$ cat config.mk
export PLATFORM = sky130hd
export DESIGN_NAME = sseg_ctrl
export DESIGN_NICKNAME = d
export VERILOG_FILES = /design/src/rtl/sseg_pkg.sv /design/src/rtl/sseg_blink_timer.sv /design/src/rtl/sseg_ctrl.sv
export SDC_FILE = /design/constraint.sdc
export NUM_CORES = 1
export LEC_CHECK = 0
export CORE_MARGIN = 5
export CORE_UTILIZATION = 45
export CTS_CLUSTER_SIZE = 12
export DETAILED_ROUTE_END_ITERATION = 8
export HOLD_SLACK_MARGIN = 0.03
export PLACE_DENSITY = 0.78
export SLEW_MARGIN = 20
export SYNTH_ARGS = -nofsm -noshare
export SYNTH_HDL_FRONTEND = slang
export SYNTH_SLANG_ARGS = --single-unit
$ cat constraint.sdc
create_clock -name clk -period 8.18 [get_ports clk]
set_input_delay 1.227 -clock clk [delete_from_list [all_inputs] [get_ports clk]]
set_output_delay 1.227 -clock clk [all_outputs]
set_load 0.005 [all_outputs]
$ cat src/rtl/sseg_pkg.sv
// Shared definitions for the seven-segment display controller: register map,
// MODE bit positions and the hex-to-segment table.
package sseg_pkg;

  localparam logic [2:0] ADDR_DATA       = 3'd0;
  localparam logic [2:0] ADDR_DP         = 3'd1;
  localparam logic [2:0] ADDR_BLANK      = 3'd2;
  localparam logic [2:0] ADDR_BLINK_MASK = 3'd3;
  localparam logic [2:0] ADDR_MODE       = 3'd4;
  localparam logic [2:0] ADDR_RAW_LO     = 3'd5;
  localparam logic [2:0] ADDR_RAW_HI     = 3'd6;
  localparam logic [2:0] ADDR_BLINK_DIV  = 3'd7;

  localparam int unsigned MODE_RAW      = 0;
  localparam int unsigned MODE_BLINK_EN = 1;
  localparam int unsigned MODE_LZS      = 2;

  localparam logic [7:0] SEG_BLANK = 8'hFF;

  // Active-low g..a in [6:0]; bit7 (dp) returned inactive.
  function automatic logic [7:0] hex_to_seg(input logic [3:0] nib);
    logic [7:0] code;
    case (nib)
      4'h0: code = 8'hC0;
      4'h1: code = 8'hF9;
      4'h2: code = 8'hA4;
      4'h3: code = 8'hB0;
      4'h4: code = 8'h99;
      4'h5: code = 8'h92;
      4'h6: code = 8'h82;
      4'h7: code = 8'hF8;
      4'h8: code = 8'h80;
      4'h9: code = 8'h90;
      4'hA: code = 8'h88;
      4'hB: code = 8'h83;
      4'hC: code = 8'hC6;
      4'hD: code = 8'hA1;
      4'hE: code = 8'h86;
      default: code = 8'h8E;
    endcase
    return code;
  endfunction

endpackage

$ cat src/rtl/sseg_blink_timer.sv
// Blink phase generator: a TICK_DIV-cycle prescaler feeding a 0..div tick
// counter whose wrap toggles the phase.
module sseg_blink_timer #(
  parameter int TICK_DIV = 100000
) (
  input  logic        clk,
  input  logic        rst,
  input  logic        clear,
  input  logic [15:0] div,
  output logic        phase
);

  localparam int TW = (TICK_DIV > 1) ? $clog2(TICK_DIV) : 1;

  logic [TW-1:0] tick_cnt;
  logic [15:0]   blink_cnt;
  logic          tick;

  assign tick = (tick_cnt == TW'(TICK_DIV - 1));

  always_ff @(posedge clk or posedge rst) begin
    if (rst) begin
      tick_cnt  <= '0;
      blink_cnt <= '0;
      phase     <= 1'b0;
    end else if (clear) begin
      tick_cnt  <= '0;
      blink_cnt <= '0;
      phase     <= 1'b0;
    end else begin
      tick_cnt <= tick ? '0 : tick_cnt + 1'b1;
      if (tick) begin
        if (blink_cnt >= div) begin
          blink_cnt <= '0;
          phase     <= ~phase;
        end else begin
          blink_cnt <= blink_cnt + 16'd1;
        end
      end
    end
  end

endmodule

$ cat src/rtl/sseg_ctrl.sv
// Memory-mapped eight-digit seven-segment controller: register file, read mux,
// per-digit code selection and registered active-low segment outputs.
module sseg_ctrl
  import sseg_pkg::*;
#(
  parameter int TICK_DIV      = 100000,
  parameter int BLINK_DIV_RST = 499
) (
  input  logic        clk,
  input  logic        rst,
  input  logic        wr,
  input  logic        rd,
  input  logic [2:0]  addr,
  input  logic [31:0] wr_data,
  output logic [31:0] rd_data,
  output logic [7:0]  seg0,
  output logic [7:0]  seg1,
  output logic [7:0]  seg2,
  output logic [7:0]  seg3,
  output logic [7:0]  seg4,
  output logic [7:0]  seg5,
  output logic [7:0]  seg6,
  output logic [7:0]  seg7
);

  logic [31:0] data_r;
  logic [7:0]  dp_r;
  logic [7:0]  blank_r;
  logic [7:0]  mask_r;
  logic [2:0]  mode_r;
  logic [31:0] raw_lo_r;
  logic [31:0] raw_hi_r;
  logic [15:0] div_r;
  logic        phase;
  logic        timer_clear;
  logic [31:0] rd_mux;
  logic [63:0] raw_all;
  logic [7:0][7:0] next_seg;
  logic [7:0][7:0] seg_q;

  // Counters restart on any BLINK_DIV write or a 1->0 transition of BLINK_EN.
  assign timer_clear = wr && ((addr == ADDR_BLINK_DIV) ||
                              ((addr == ADDR_MODE) && mode_r[MODE_BLINK_EN] &&
                               !wr_data[MODE_BLINK_EN]));

  always_ff @(posedge clk or posedge rst) begin
    if (rst) begin
      data_r   <= '0;
      dp_r     <= '0;
      blank_r  <= '0;
      mask_r   <= '0;
      mode_r   <= '0;
      raw_lo_r <= '1;
      raw_hi_r <= '1;
      div_r    <= 16'(BLINK_DIV_RST);
    end else if (wr) begin
      case (addr)
        ADDR_DATA:       data_r   <= wr_data;
        ADDR_DP:         dp_r     <= wr_data[7:0];
        ADDR_BLANK:      blank_r  <= wr_data[7:0];
        ADDR_BLINK_MASK: mask_r   <= wr_data[7:0];
        ADDR_MODE:       mode_r   <= wr_data[2:0];
        ADDR_RAW_LO:     raw_lo_r <= wr_data;
        ADDR_RAW_HI:     raw_hi_r <= wr_data;
        default:         div_r    <= wr_data[15:0];
      endcase
    end
  end

  always_comb begin
    rd_mux = '0;
    case (addr)
      ADDR_DATA:       rd_mux = data_r;
      ADDR_DP:         rd_mux[7:0] = dp_r;
      ADDR_BLANK:      rd_mux[7:0] = blank_r;
      ADDR_BLINK_MASK: rd_mux[7:0] = mask_r;
      ADDR_MODE:       rd_mux = {phase, 28'd0, mode_r};
      ADDR_RAW_LO:     rd_mux = raw_lo_r;
      ADDR_RAW_HI:     rd_mux = raw_hi_r;
      default:         rd_mux[15:0] = div_r;
    endcase
  end

  always_ff @(posedge clk or posedge rst) begin
    if (rst)     rd_data <= '0;
    else if (rd) rd_data <= rd_mux;
  end

  sseg_blink_timer #(.TICK_DIV(TICK_DIV)) u_timer (
    .clk   (clk),
    .rst   (rst),
    .clear (timer_clear),
    .div   (div_r),
    .phase (phase)
  );

  assign raw_all = {raw_hi_r, raw_lo_r};

  for (genvar i = 0; i < 8; i++) begin : g_digit
    logic [7:0] code;
    logic       suppressed;
    assign suppressed = (i != 0) && ((data_r >> (4 * i)) == 32'd0);
    always_comb begin
      code = hex_to_seg(data_r[4*i +: 4]) & {~dp_r[i], 7'h7F};
      if (blank_r[i])                                    code = SEG_BLANK;
      else if (mode_r[MODE_BLINK_EN] && phase && mask_r[i]) code = SEG_BLANK;
      else if (mode_r[MODE_RAW])                         code = raw_all[8*i +: 8];
      else if (mode_r[MODE_LZS] && suppressed)           code = SEG_BLANK;
    end
    assign next_seg[i] = code;
  end

  always_ff @(posedge clk or posedge rst) begin
    if (rst) seg_q <= {8{SEG_BLANK}};
    else     seg_q <= next_seg;
  end

  assign seg0 = seg_q[0];
  assign seg1 = seg_q[1];
  assign seg2 = seg_q[2];
  assign seg3 = seg_q[3];
  assign seg4 = seg_q[4];
  assign seg5 = seg_q[5];
  assign seg6 = seg_q[6];
  assign seg7 = seg_q[7];

endmodule

==> run_results.csv <==
group,metric,value,unit
floorplan,fp.coreArea,30700,µm²
floorplan,rows,64,
pwr,p_sw,1.41,mW
timing,finalSetupViolations,0,
logic_synthesis,synth_edf_count,0,
detailed_routing,drc_errors,0,
timing,max_freq,284,MHz
logic_synthesis,syn-mean-instance-area,10.3,µm²
floorplan,floorplan.die.height,187,µm
pwr,clkPwrFrac,0.292,
clock_network,post_cts_resized,0,
setup_path,critical-path-max-stage-delay,0.65,ns
pwr,power.total,4.59,mW
clock_network,postCtsSetupRepairBufs,0,
floorplan,design.die.area,35000,µm²
timing,clock-skew-final,0.0279,ns
logic_synthesis,postSynthRegisterBits,269,
global_route,grt.total_usage,0.215,
setup_path,rr_startpoint,"data_r[20]$_DFFE_PP0P_",
place,detailedPlace.worstSlack,4.14,ns
logic_synthesis,synth_cell_types,68,
clock_network,cts_hold_repair.buffers,0,
global_route,maximum_number_of_pins_on_one_net_before_global_route_repair,144,
setup_path,critical_path.top_delay_family,"compound AO/OA/AOI/OAI gates",
global_route,globalRouteOverflowTotal,0,
timing,timing_hold_violations_final,0,
place,finalWeightedCongestion,0.876,
layout,syn2layout_area_growth,18.4,%
pwr,internal_power,3.18,mW
pwr,switching_share,0.308,
timing,finalCritPeriodShare,0.431,
setup_path,setup.worst_path.start,"wr_data[1]",
setup_path,cp_num_cells,7,
place,placedCellCount,1830,
detailed_routing,routedWlPerCell,20.5,µm
logic_synthesis,synthFlopType,"sky130_fd_sc_hd__dfstp_2",
setup_path,cp-start-kind,"primary input",
floorplan,io_pins,135,
worst_hold_path,holdCritStartpoint,"dp_r[0]$_DFFE_PP0P_",
logic_synthesis,postSynthCellCount,1369,
layout,fillCellCount,2698,
detailed_routing,routed-via-count,11200,
floorplan,floorplan.initialDensity,0.459,
timing,setup_total_negative_slack,0,ns
layout,num-nets-final,1563,
worst_hold_path,hold_depth,1,
setup_path,worstSetupPathType,"in2reg",
timing,tightest_slew,1.16,ns
place,hpwlAfterDp,26.7,mm
floorplan,fp.dieW,187,µm
timing,grt_setup_unrepaired,"no",
logic_synthesis,async_set_or_reset_register_ratio_after_synthesis,1.00,
layout,instances_no_fill,1885,
clock_network,cts_tree,"built",
logic_synthesis,ys_warn_count,0,
pwr,power_per_cell_area,275,nW/µm²
setup_path,worst_ep_arrival_time,3.95,ns
pwr,share_seq_of_total_power,0.443,
setup_path,crit_path_buffers_inverters,1,
logic_synthesis,seq_area_frac_synth,0.489,
place,io_buffers,134,
clock_network,cts_inserted_buffers,29,
detailed_routing,drt_iter0_drc,964,
global_route,grt_first_pass_wirelength,62.0,mm
timing,final-max-slew-violation-count,0,
outcome,status,"finished clean",
setup_path,endpoint,"u_timer.blink_cnt[10]$_DFFE_PP0P_",
worst_hold_path,hold_path_class,"reg2reg",
setup_path,critical_path.cell_chain,"clkdlybuf4s50_1 -> or4b_1 -> a21oi_2 -> a41o_1 -> nand4_1 -> xor2_1 -> nor2_1",
clock_network,cts_num_sinks,269,
logic_synthesis,netlist.top_cell.by_area,"sky130_fd_sc_hd__dfstp_2",
timing,layout_setup_ws,4.66,ns
setup_path,endpoint_of_the_most_critical_register_to_register_path,"seg1[3]$_DFF_PP1_",
logic_synthesis,synthTopCellsByArea,"sky130_fd_sc_hd__dfstp_2, sky130_fd_sc_hd__dfrtp_1, sky130_fd_sc_hd__mux2_2",
logic_synthesis,most_frequently_used_cell_type_in_the_post_synthesis_netlist,"sky130_fd_sc_hd__dfstp_2",
clock_network,clock_latency_late_sink,0.58,ns
pwr,leakagePower,6.93,nW
timing,relSlewSlack,0.230,
setup_path,timing.critical_path.slowest_stage_cell,"sky130_fd_sc_hd__a41o_1",
setup_path,worstRegToRegCells,8,
setup_path,cp_data_required_time,8.61,ns
detailed_routing,routed_via_density,5.95,
clock_network,h_tree_depth,1,
logic_synthesis,nets_in_the_synthesized_netlist,1467,
detailed_routing,postRouteAntennaNets,0,
timing,layout_min_cycle_time,3.52,ns
global_route,first_global_vias,11100,
global_route,initial_antenna_violation_count,1,
pwr,power.ir.vdd_worst,0.190,mV
logic_synthesis,post_synthesis_cell_area,14100,µm²
clock_network,clk_root_buffer_cell,"sky130_fd_sc_hd__clkbuf_16",
pwr,combPwrFrac,0.264,
logic_synthesis,netlist.area_leader.share,0.252,
clock_network,clk_pin_slew,0.06,ns
logic_synthesis,netlist_top_cells_count,"sky130_fd_sc_hd__dfstp_2, sky130_fd_sc_hd__dfrtp_1, sky130_fd_sc_hd__nor2_1",
detailed_routing,firstDrtPassIters,5,
setup_path,setup.reg_to_reg.worst_slack,5.04,ns
job,max-cap-violations,0,
setup_path,crit_path_max_fanout,22,
detailed_routing,drt-total-wl,38.6,mm
clock_network,cts.path.max_buffers,3,
layout,post_route_cells_drive_above_1_share,0.229,
setup_path,critPathCaptureType,"flop",
cell usage in the layout, fill, tap and decap left out, drive strengths merged, types with 6 or more instances in the layout:
master,n
nand4,11
a21o,6
xor2,16
nand2b,17
nor3,25
o211ai,21
nor2b,8
nand2,108
a21oi,60
mux2,127
a211oi,12
ha,59
inv,75
clkbuf,48
o21ai,107
o221ai,11
nor2,132
and2,6
nand3,25
dfstp,135
mux2i,23
o21a,10
dfrtp,134
a31oi,10
a22oi,28
buf,16
mux4,6
o22ai,23
xnor2,10
and3,12
clkdlybuf4s50,131
a221oi,12
cell type report:
type	count	area [µm²]	area share
well taps	396	495	0.0297
repair buffers	147	1440	0.0860
flip-flops and latches	269	6900	0.413
inverters	75	285	0.0171
multi-input cells	943	6610	0.396
clock inverters	6	124	0.00742
clock buffers	48	847	0.0507
diodes	1	2.50	0.000150
per-layer routing:
layer,routed length [µm],global-route usage
met1,16300,0.293
met2,18200,0.347
met3,2990,0.0435
met4,1140,0.0691
met5,0,0
cells by family (layout without fill, tap and decap cells):
group / after synthesis / in the layout / share of synthesized area
AO/OA/AOI/OAI: 326 / 326 / 0.147
XOR/XNOR: 26 / 26 / 0.0161
adder cells (fa/ha/maj): 59 / 59 / 0.0524
buffers and inverters: 157 / 276 / 0.0427
flip-flops: 269 / 269 / 0.489
multiplexers: 156 / 156 / 0.127
other: 0 / 1 / 0
AND/OR/NAND/NOR: 376 / 376 / 0.126
sequential cells by signal, indices dropped and copies added (netlist names), 16 cells and up:
register,flops
u_timer.blink_cnt,16
raw_lo_r,32
div_r,16
rd_data,32
data_r,32
raw_hi_r,32
u_timer.tick_cnt,17
per-stage QoR:
stage | util | area [µm²] | hold slack [ns]
after floorplan | - | 14100 | 0.397
after CTS | 0.543 | 16700 | 0.485
final | 0.543 | 16700 | 0.480
after detailed placement | 0.511 | 15700 | 0.473
after global routing | 0.543 | 16700 | 0.514
after global placement | 0.511 | 15700 | 0.465
power groups by stage:
stage	Combinational, mW	Clock [mW]	Sequential [mW]
2_1_floorplan	0.748	0	1.94
3_3_place_gp	1.17	0	2.03
3_5_place_dp	1.20	0	2.04
4_1_cts	1.21	1.36	2.03
5_1_grt	1.34	1.42	2.07
6_report	1.21	1.34	2.03
how the worst min path moves through the flow:
stage / endpoint / slack [ns]
finish: seg0[7]$_DFF_PP1_ / 0.48
CTS: seg0[7]$_DFF_PP1_ / 0.49
floorplan: seg1[7]$_DFF_PP1_ / 0.40
global placement: u_timer.tick_cnt[0]$_DFF_PP0_ / 0.46
global route: seg0[7]$_DFF_PP1_ / 0.51
detailed placement: rd_data[11]$_DFFE_PP0P_ / 0.47
worst register-to-register path, stage by stage, from the launching register on:
cell                      delay, ns
sky130_fd_sc_hd__dfrtp_1       0.45
sky130_fd_sc_hd__inv_1         0.18
sky130_fd_sc_hd__ha_1          0.29
sky130_fd_sc_hd__or4bb_1       0.58
sky130_fd_sc_hd__or4_4         0.57
sky130_fd_sc_hd__nor4_4        0.45
sky130_fd_sc_hd__a21oi_1       0.14
sky130_fd_sc_hd__o31a_1        0.28
sky130_fd_sc_hd__o21ai_2       0.13
No activity file was read; power rests on OpenSTA's default activity.
